## config.mk

```make
export PLATFORM = sky130hd
export DESIGN_NAME = pll_supervisor
export DESIGN_NICKNAME = d
export VERILOG_FILES = /design/src/rtl/pll_supervisor.sv
export SDC_FILE = /design/constraint.sdc
export NUM_CORES = 1
export LEC_CHECK = 0
export ABC_AREA = 1
export BUFFER_PORTS_ARGS = -buffer_cell sky130_fd_sc_hd__buf_2
export CORE_ASPECT_RATIO = 1.4
export CORE_UTILIZATION = 40
export DETAILED_ROUTE_END_ITERATION = 16
export PLACE_DENSITY = 0.69
export SYNTH_ARGS = -nofsm -noshare
export SYNTH_HDL_FRONTEND = slang
export SYNTH_SLANG_ARGS = --single-unit
```

## constraint.sdc

```tcl
create_clock -name clk -period 2.2 [get_ports clk]
set_input_delay 0.44 -clock clk [delete_from_list [all_inputs] [get_ports clk]]
set_output_delay 0.44 -clock clk [all_outputs]
set_load 0.02 [all_outputs]
```

## src/rtl/pll_supervisor.sv

```systemverilog
// PLL reset sequencer and lock supervisor. It pulses the PLL reset and waits for lock with a timeout and bounded retries.
// After lock is qualified as stable, it releases the domain resets in staggered order.
module pll_supervisor #(
   parameter int N_DOMAINS           = 3,
   parameter int PLL_RST_CYCLES      = 16,
   parameter int LOCK_TIMEOUT_CYCLES = 65536,
   parameter int LOCK_STABLE_CYCLES  = 1024,
   parameter int STAGGER_CYCLES      = 16,
   parameter int MAX_RETRIES         = 3
) (
   input  logic                 clk,
   input  logic                 rst_n,
   input  logic                 pll_locked,
   input  logic                 sw_restart,
   output logic                 pll_rst,
   output logic [N_DOMAINS-1:0] domain_rst_n,
   output logic                 running,
   output logic                 fault,
   output logic [7:0]           lock_loss_count
);

   localparam int CMAX0 = (PLL_RST_CYCLES > LOCK_TIMEOUT_CYCLES) ? PLL_RST_CYCLES : LOCK_TIMEOUT_CYCLES;
   localparam int CMAX1 = (LOCK_STABLE_CYCLES > STAGGER_CYCLES) ? LOCK_STABLE_CYCLES : STAGGER_CYCLES;
   localparam int CMAX  = (CMAX0 > CMAX1) ? CMAX0 : CMAX1;
   localparam int CW    = $clog2(CMAX + 1);
   localparam int IW    = (N_DOMAINS > 1) ? $clog2(N_DOMAINS) : 1;

   localparam logic [CW-1:0] RST_LAST  = CW'(PLL_RST_CYCLES - 1);
   localparam logic [CW-1:0] TMO_LAST  = CW'(LOCK_TIMEOUT_CYCLES - 1);
   localparam logic [CW-1:0] STB_LAST  = CW'(LOCK_STABLE_CYCLES - 1);
   localparam logic [CW-1:0] STG_LAST  = CW'(STAGGER_CYCLES - 1);
   localparam logic [IW-1:0] LAST_IDX  = IW'(N_DOMAINS - 1);
   localparam logic [3:0]    RETRY_MAX = 4'(MAX_RETRIES);

   localparam logic [2:0] S_PLL_RST = 3'd0;
   localparam logic [2:0] S_WAIT    = 3'd1;
   localparam logic [2:0] S_STABLE  = 3'd2;
   localparam logic [2:0] S_RELEASE = 3'd3;
   localparam logic [2:0] S_RUN     = 3'd4;
   localparam logic [2:0] S_FAULT   = 3'd5;

   logic [2:0]    state;
   logic [CW-1:0] cnt;
   logic [3:0]    retries;
   logic [IW-1:0] dom_idx;
   logic          sync1, lock_s;

   always_ff @(posedge clk) begin
      if (!rst_n) begin
         state           <= S_PLL_RST;
         cnt             <= '0;
         retries         <= '0;
         dom_idx         <= '0;
         sync1           <= 1'b0;
         lock_s          <= 1'b0;
         pll_rst         <= 1'b1;
         domain_rst_n    <= '0;
         running         <= 1'b0;
         fault           <= 1'b0;
         lock_loss_count <= '0;
      end else begin
         sync1  <= pll_locked;
         lock_s <= sync1;
         if (sw_restart) begin
            state        <= S_PLL_RST;
            cnt          <= '0;
            retries      <= '0;
            fault        <= 1'b0;
            domain_rst_n <= '0;
            running      <= 1'b0;
            pll_rst      <= 1'b1;
         end else begin
            case (state)
               S_PLL_RST: begin
                  if (cnt == RST_LAST) begin
                     state   <= S_WAIT;
                     cnt     <= '0;
                     pll_rst <= 1'b0;
                  end else begin
                     cnt <= cnt + 1'b1;
                  end
               end
               S_WAIT: begin
                  // The cycle that first sees lock counts as the first good cycle.
                  if (lock_s) begin
                     cnt <= CW'(1);
                     if (LOCK_STABLE_CYCLES == 1) begin
                        state           <= S_RELEASE;
                        cnt             <= '0;
                        dom_idx         <= IW'(1);
                        domain_rst_n[0] <= 1'b1;
                     end else begin
                        state <= S_STABLE;
                     end
                  end else if (cnt == TMO_LAST) begin
                     cnt     <= '0;
                     retries <= retries + 1'b1;
                     pll_rst <= 1'b1;
                     if (retries + 4'd1 == RETRY_MAX) begin
                        state <= S_FAULT;
                        fault <= 1'b1;
                     end else begin
                        state <= S_PLL_RST;
                     end
                  end else begin
                     cnt <= cnt + 1'b1;
                  end
               end
               S_STABLE: begin
                  if (!lock_s) begin
                     state <= S_WAIT;
                     cnt   <= '0;
                  end else if (cnt >= STB_LAST) begin
                     state           <= S_RELEASE;
                     cnt             <= '0;
                     dom_idx         <= IW'(1);
                     domain_rst_n[0] <= 1'b1;
                  end else begin
                     cnt <= cnt + 1'b1;
                  end
               end
               S_RELEASE, S_RUN: begin
                  // Lock loss drops every domain together, so none can be left released out of order.
                  if (!lock_s) begin
                     state        <= S_PLL_RST;
                     cnt          <= '0;
                     pll_rst      <= 1'b1;
                     domain_rst_n <= '0;
                     running      <= 1'b0;
                     if (lock_loss_count != 8'hFF) lock_loss_count <= lock_loss_count + 1'b1;
                  end else if (state == S_RELEASE) begin
                     if (N_DOMAINS == 1) begin
                        state   <= S_RUN;
                        running <= 1'b1;
                        retries <= '0;
                     end else if (cnt == STG_LAST) begin
                        cnt                   <= '0;
                        domain_rst_n[dom_idx] <= 1'b1;
                        if (dom_idx == LAST_IDX) begin
                           state   <= S_RUN;
                           running <= 1'b1;
                           retries <= '0;
                        end else begin
                           dom_idx <= dom_idx + 1'b1;
                        end
                     end else begin
                        cnt <= cnt + 1'b1;
                     end
                  end
               end
               S_FAULT: begin
                  pll_rst      <= 1'b1;
                  domain_rst_n <= '0;
                  fault        <= 1'b1;
               end
               default: begin
                  state   <= S_PLL_RST;
                  cnt     <= '0;
                  pll_rst <= 1'b1;
               end
            endcase
         end
      end
   end

endmodule

```

# [Word-level counts from Yosys, hierarchy flattened]
# Cells that the tools add are included.
[classes] n_reduce_logical=19 n_eq_ne=30 n_addsub=4 bitwise_logic=6 order_cmp=3 muxes=55
[op_table] cell="17-bit 2-to-1 mux" count=7
[op_table] cell="17-bit one-hot mux with 5 select lines" count=1
[op_table] cell="3-bit 2-to-1 mux" count=13
[op_table] cell="4-bit 2-to-1 mux" count=6
[op_table] cell="2-bit != test, second input constant" count=12
[op_table] cell="17-bit by 1-bit adder with 17-bit output, second input constant" count=1
[op_table] cell="17-bit by 16-bit equality test with 1-bit output, second input constant" count=1
[op_table] cell="17-bit by 4-bit equality test with 1-bit output, second input constant" count=1
[op_table] cell="17-bit by 10-bit greater-or-equal comparator with 1-bit output, second input constant" count=1
[op_table] cell="3-bit != test, second input constant" count=5
[op_table] cell="3-bit one-hot mux with 5 select lines" count=1
[op_table] cell="1-bit 2-to-1 mux" count=14
[op_table] cell="7-bit AND reduction" count=2
[op_table] cell="2-bit 2-to-1 mux" count=6
[op_table] cell="4-bit AND reduction" count=3
[op_table] cell="5-bit AND reduction" count=2
[op_table] cell="8-bit by 1-bit adder with 8-bit output, second input constant" count=1
[op_table] cell="8-bit != test, second input constant" count=1
[op_table] cell="2-bit one-hot mux with 2 select lines" count=2
[op_table] cell="4-bit one-hot mux with 2 select lines" count=1
[op_table] cell="8-bit AND reduction" count=1
[op_table] cell="2-bit nonzero test" count=4
[op_table] cell="3-bit by 2-bit equality test with 1-bit output, second input constant" count=2
[op_table] cell="3-bit equality test, second input constant" count=2
[op_table] cell="20 further kinds" count=27
[word_totals] elab_cells=129 ff_bits=42 input_bits=4

# [Depth between registers and ports, before layout]
[logic_depth] ltp_word=9 mapped_depth=14 depth_no_buf=14

# [Worst setup path after synthesis]
# No wires, ideal clock.
[synth_timing] path_kind="register -> register" startpoint="register cnt[0]" endpoint="register state[1]" period_less_slack_ns=2.116 stages_incl_launch_ff=14 required_time_ns=2.079 t_arrival_ns=1.994 path_slack_ns=0.084 path_buffers=0 setup_ns=0.121 path_cell_list="dfxtp_1 > ha_1 > nand2_1 > nor2_1 > nand3_1 > nor4_1 > ha_1 > nor2_1 > nand2_1 > nand2_1 > nor2_1 > nand3_1 > o21ai_0 > a21oi_1"
[synth_via] elab_chain_len=3 word_cells_on_any_way=8 cone_classes="order compare (1); eq/ne (6); reduce/logical (1)"
[synth_rtl] element="start: declaration" line_no="43" source="logic [CW-1:0] cnt;"
[synth_rtl] element="start signal: assignment" line_no="80" source="cnt <= cnt + 1'b1;"
[synth_rtl] element="start signal: assignment" line_no="106" source="cnt <= cnt + 1'b1;"
[synth_rtl] element="start signal: assignment" line_no="119" source="cnt <= cnt + 1'b1;"
[synth_rtl] element="17-bit by 10-bit greater-or-equal comparator with 1-bit output (tied with other cells)" line_no="113" source="end else if (cnt >= STB_LAST) begin"
[synth_rtl] element="3-bit != test (no line) or 2-bit != test (tied branches)"
[synth_rtl] element="7-bit AND reduction (no line) *"
[synth_rtl] element="end signal: assignment" line_no="111" source="state <= S_WAIT;"
[synth_rtl] element="end signal: assignment" line_no="114" source="state <= S_RELEASE;"
[synth_rtl] element="end signal: assignment" line_no="125" source="state <= S_PLL_RST;"
[synth_rtl] element="end: declaration" line_no="42" source="logic [2:0] state;"
# Mark *: on every way between the ends. The rest lies on a longest branch, timed or not.
# A chain may end at the register's enable or synchronous reset.

# [Worst setup path in the final report]
[layout_timing] startpoint="register cnt[1]" endpoint="register state[2]"
# The elaborated chain is that of the path after synthesis.

==> impl_table.tex <==
\begin{tabular}{lr}
\hline
Metric & Value \\
\hline
\multicolumn{2}{l}{\textbf{Status}} \\
Outcome & completed \\
\multicolumn{2}{l}{\textbf{Detailed routing}} \\
Total wire length after detailed routing & 5280 um \\
Detailed router's first-iteration violation count & 88 \\
Met2 routed wirelength & 2910 um \\
Routed wire length on met3 & 151 um \\
Highest routing layer actually used & met4 \\
Detailed-route wire length per cell & 11.7 um \\
DRC violation count after routing & 0 \\
Vias after detailed routing & 2291 \\
Ratio of routed vias to standard cells & 5.07 \\
ANT nets after route & 0 \\
1st-pass router iterations & 4 \\
DRT met1 WL & 2090 um \\
\multicolumn{2}{l}{\textbf{Setup path}} \\
Startpoint of the worst-slack reg-to-reg timing path & cnt[1]\$\_SDFFE\_PP0P\_ \\
Critical path type & reg2reg \\
Data required time at the worst endpoint & 2.40 ns \\
CP Launch Type & flop \\
Worst endpoint data arrival time & 2.32 ns \\
Worst reg-to-reg path cell count & 13 \\
End of the worst register-to-register path & state[2]\$\_SDFFE\_PP0P\_ \\
Max FO, Critical Path & 6 \\
Worst setup slack for register-to-register paths & 0.08 ns \\
Worst Setup End Kind & flop \\
\multicolumn{2}{l}{\textbf{Pwr}} \\
Total leakage power & 0.00117 uW \\
Part of the total power dissipated in combinational logic & 3.1\% \\
Power density of the placed cells & 470 nW/um\^{}2 \\
Internal power component & 1000 uW \\
Sum of internal, switching and leakage power & 1310 uW \\
Seq pwr share & 58.4\% \\
Fraction of power spent switching nets & 23.7\% \\
Peak supply drop & 0.000369 V \\
Fraction of power consumed by the clock network & 38.6\% \\
Net switching power figure & 312 uW \\
\multicolumn{2}{l}{\textbf{STA}} \\
RSZ-0062 raised after global routing & true \\
Transition time at the pin with the least slew margin & 0.437 ns \\
Remaining max-slew budget at the tightest pin & 70.6\% \\
Total setup violations reported at the end of the flow & 0 \\
Number of slew-limit violations in the final report & 0 \\
Final period utilization & 96.4\% \\
Final hold violation count & 0 \\
Clock tree skew after final layout & 0.0104 ns \\
Top achievable clock speed & 472 MHz \\
Tightest hold margin & 0.322 ns \\
Post-route minimum period & 2.12 ns \\
\multicolumn{2}{l}{\textbf{Yosys}} \\
Yosys warning count & 0 \\
Number of cells produced by synthesis & 352 \\
Share of flip-flops with an asynchronous set or reset after synthesis & 0\% \\
Post-Syn Area & 2390 um\^{}2 \\
Sequential share of the synthesized area & 35.2\% \\
Average instance area after synthesis & 6.79 um\^{}2 \\
Syn nets & 365 \\
EDFF count, synth & 0 \\
Distinct cell type count of the synthesized netlist & 34 \\
Prevailing post-synth register cell & sky130\_fd\_sc\_hd\_\_dfxtp\_1 \\
Register bit count reported by yosys & 42 \\
\multicolumn{2}{l}{\textbf{Placed design}} \\
Cell count after placement & 442 \\
HPWL after DPL & 4100 um \\
Number of port buffers & 17 \\
Post-DP Area & 2610 um\^{}2 \\
GP Congestion & 0.906 \\
\multicolumn{2}{l}{\textbf{Min path}} \\
Hold path startpoint & pll\_locked \\
Worst hold path type & in2reg \\
Worst Hold End & sync1\$\_SDFF\_PN0\_ \\
Number of cells on the worst hold path & 3 \\
\multicolumn{2}{l}{\textbf{Clocking}} \\
Inserted Clock Buffers & 5 \\
Number of levels the H-tree was split into & 2 \\
Clock slew at reported path FFs & 0.09 ns \\
Number of buffers on the longest clock path & 2 \\
Clock sink count & 42 \\
Clock tree root driver cell & sky130\_fd\_sc\_hd\_\_clkbuf\_8 \\
Clock latency on the worst-skew pair & 0.30 ns \\
Clock tree from TritonCTS & yes \\
\multicolumn{2}{l}{\textbf{Global route}} \\
Initial antenna violation count & 0 \\
Maximum number of pins on one net before global-route repair & 15 \\
Residual overflow from global routing & 0 \\
Global-route usage over all layers & 18.4\% \\
Global-route wire length before repair & 8850 um \\
Number of global-route vias before repair & 2105 \\
\multicolumn{2}{l}{\textbf{Die}} \\
Initial Util & 42.3\% \\
DIE HEIGHT & 93.5 um \\
Core footprint & 5650 um\^{}2 \\
Total Die Area & 6290 um\^{}2 \\
\# IOs & 18 \\
Row cnt & 32 \\
X dimension of the die & 67.3 um \\
\multicolumn{2}{l}{\textbf{Final layout}} \\
Final cell area excluding filler cells & 2800 um\^{}2 \\
Sequential cell area in the final layout & 845 um\^{}2 \\
Number of filler instances in the final layout & 580 \\
Total Nets Final & 396 \\
Final Util & 49.5\% \\
Post-layout instance count excluding filler cells & 452 \\
Count of antenna diodes in the layout & 0 \\
Proportion of layout cells with a drive suffix above 1 & 18.2\% \\
Multi-input combinational cell area & 1400 um\^{}2 \\
Layout area overhead & 17.0\% \\
\multicolumn{2}{l}{\textbf{Run}} \\
Max Cap Viol & 0 \\
\hline
\end{tabular}
how the worst max path moves through the flow:
stage          cells after the start           startpoint  slack [ns]               endpoint
6_report                          13  cnt[1]$_SDFFE_PP0P_        0.08  state[2]$_SDFFE_PP0P_
5_1_grt                           13  cnt[1]$_SDFFE_PP0P_       -0.06  state[1]$_SDFFE_PP0P_
2_1_floorplan                     13  cnt[0]$_SDFFE_PP0P_        0.08  state[1]$_SDFFE_PP0P_
3_3_place_gp                      13  cnt[1]$_SDFFE_PP0P_        0.08  state[1]$_SDFFE_PP0P_
4_1_cts                           13  cnt[1]$_SDFFE_PP0P_        0.06  state[1]$_SDFFE_PP0P_
3_5_place_dp                      13  cnt[1]$_SDFFE_PP0P_       0.005  state[2]$_SDFFE_PP0P_
layer usage:
layer	GRT usage [%]	vias to the layer above
met4	8.16	0
met3	4.51	12
met5	0	-
met2	34.2	35
met1	18.6	1051
li1	-	1193
state kept, by name, indices dropped and copies added, names as in the netlist:
signal	count
retries	4
cnt	17
fault	1
pll_rst	1
dom_idx	2
state	3
domain_rst_n	3
running	1
sync1	1
lock_loss_count	8
lock_s	1
cell families after synthesis:
logic type | after synthesis | share of synthesized area [%]
and+or+nand+nor | 188 | 34.6
buffers and inverters | 53 | 9.11
AOI/OAI and AO/OA | 46 | 11.2
DFF | 42 | 35.2
xor gates and xnor gates | 13 | 4.76
adders and majority gates | 9 | 4.71
muxes | 1 | 0.419
power by group through the flow:
stage / registers [uW] / logic (uW) / clock network (uW)
floorplan: 783 / 23.1 / 0
global placement: 783 / 37.5 / 0
detailed placement: 784 / 38.3 / 0
CTS: 766 / 38.4 / 531
global route: 767 / 44.9 / 559
finish: 767 / 40.5 / 507
layout by cell type, fill, tap and decap left out, types with 3 or more instances in the layout:
cell type                  instances
sky130_fd_sc_hd__nand2_1          73
sky130_fd_sc_hd__nor2_1           58
sky130_fd_sc_hd__inv_1            43
sky130_fd_sc_hd__dfxtp_1          39
sky130_fd_sc_hd__a21oi_1          23
sky130_fd_sc_hd__nand3_1          20
sky130_fd_sc_hd__buf_2            17
sky130_fd_sc_hd__buf_4            12
sky130_fd_sc_hd__xor2_1           11
sky130_fd_sc_hd__nand4_1          10
sky130_fd_sc_hd__ha_1              7
sky130_fd_sc_hd__nor3_1            6
sky130_fd_sc_hd__o21ai_0           6
sky130_fd_sc_hd__nor2_2            5
sky130_fd_sc_hd__clkbuf_8          5
sky130_fd_sc_hd__nand3_2           4
sky130_fd_sc_hd__inv_2             4
sky130_fd_sc_hd__o21bai_1          3
sky130_fd_sc_hd__o21ai_1           3
sky130_fd_sc_hd__dfxtp_2           3
cells in the mapped netlist, types with 3 or more instances:
library cell / number / area [um^2]
sky130_fd_sc_hd__inv_2: 4 / 15.0
sky130_fd_sc_hd__o21ai_0: 8 / 40.0
sky130_fd_sc_hd__dfxtp_1: 42 / 841
sky130_fd_sc_hd__nand3_1: 23 / 115
sky130_fd_sc_hd__xor2_1: 11 / 96.3
sky130_fd_sc_hd__nor2_2: 4 / 25.0
sky130_fd_sc_hd__nor2_1: 60 / 225
sky130_fd_sc_hd__inv_1: 43 / 161
sky130_fd_sc_hd__ha_1: 9 / 113
sky130_fd_sc_hd__nor3_1: 6 / 30.0
sky130_fd_sc_hd__buf_2: 3 / 15.0
sky130_fd_sc_hd__nand2_1: 74 / 278
sky130_fd_sc_hd__a21oi_1: 24 / 120
sky130_fd_sc_hd__nand4_1: 10 / 62.6
sky130_fd_sc_hd__o21bai_1: 3 / 22.5
through the flow:
| step | worst slack, ns | setup TNS, ns |
|---|---|---|
| floorplan | 0.0843 | 0 |
| global placement | 0.0838 | 0 |
| detailed placement | 0.00506 | 0 |
| CTS | 0.0605 | 0 |
| global route | -0.0565 | -0.130 |
| finish | 0.0798 | 0 |
what timing repair did:
| item | in CTS | in global routing |
|---|---|---|
| gates resized for setup | 1 | 19 |
| hold buffers | 0 | 0 |
| pin swaps | 0 | 11 |
| buffers inserted | 0 | 2 |
| gates cloned | 0 | 0 |
| setup endpoints to repair | 3 | 13 |
cell type report:
class,count,share of cell area (%)
Sequential cell,42,30.2
Tap cell,68,3.04
Clock inverter,3,0.761
Multi-Input combinational cell,257,50.2
Timing Repair Buffer,30,6.98
Inverter,47,6.31
Clock buffer,5,2.46
critical path, cell delays in order (launching register included):
cell	delay [ns]
sky130_fd_sc_hd__dfxtp_2	0.36
sky130_fd_sc_hd__ha_4	0.16
sky130_fd_sc_hd__nand2_4	0.05
sky130_fd_sc_hd__nor2_4	0.10
sky130_fd_sc_hd__nand3_2	0.11
sky130_fd_sc_hd__nor4_4	0.31
sky130_fd_sc_hd__ha_2	0.23
sky130_fd_sc_hd__nor2_1	0.04
sky130_fd_sc_hd__nand2_1	0.10
sky130_fd_sc_hd__nand2_1	0.08
sky130_fd_sc_hd__nor2_2	0.12
sky130_fd_sc_hd__nand3_2	0.12
sky130_fd_sc_hd__o21ai_1	0.17
sky130_fd_sc_hd__a21oi_1	0.05
Note: power is estimated with default switching activity, not from simulation.
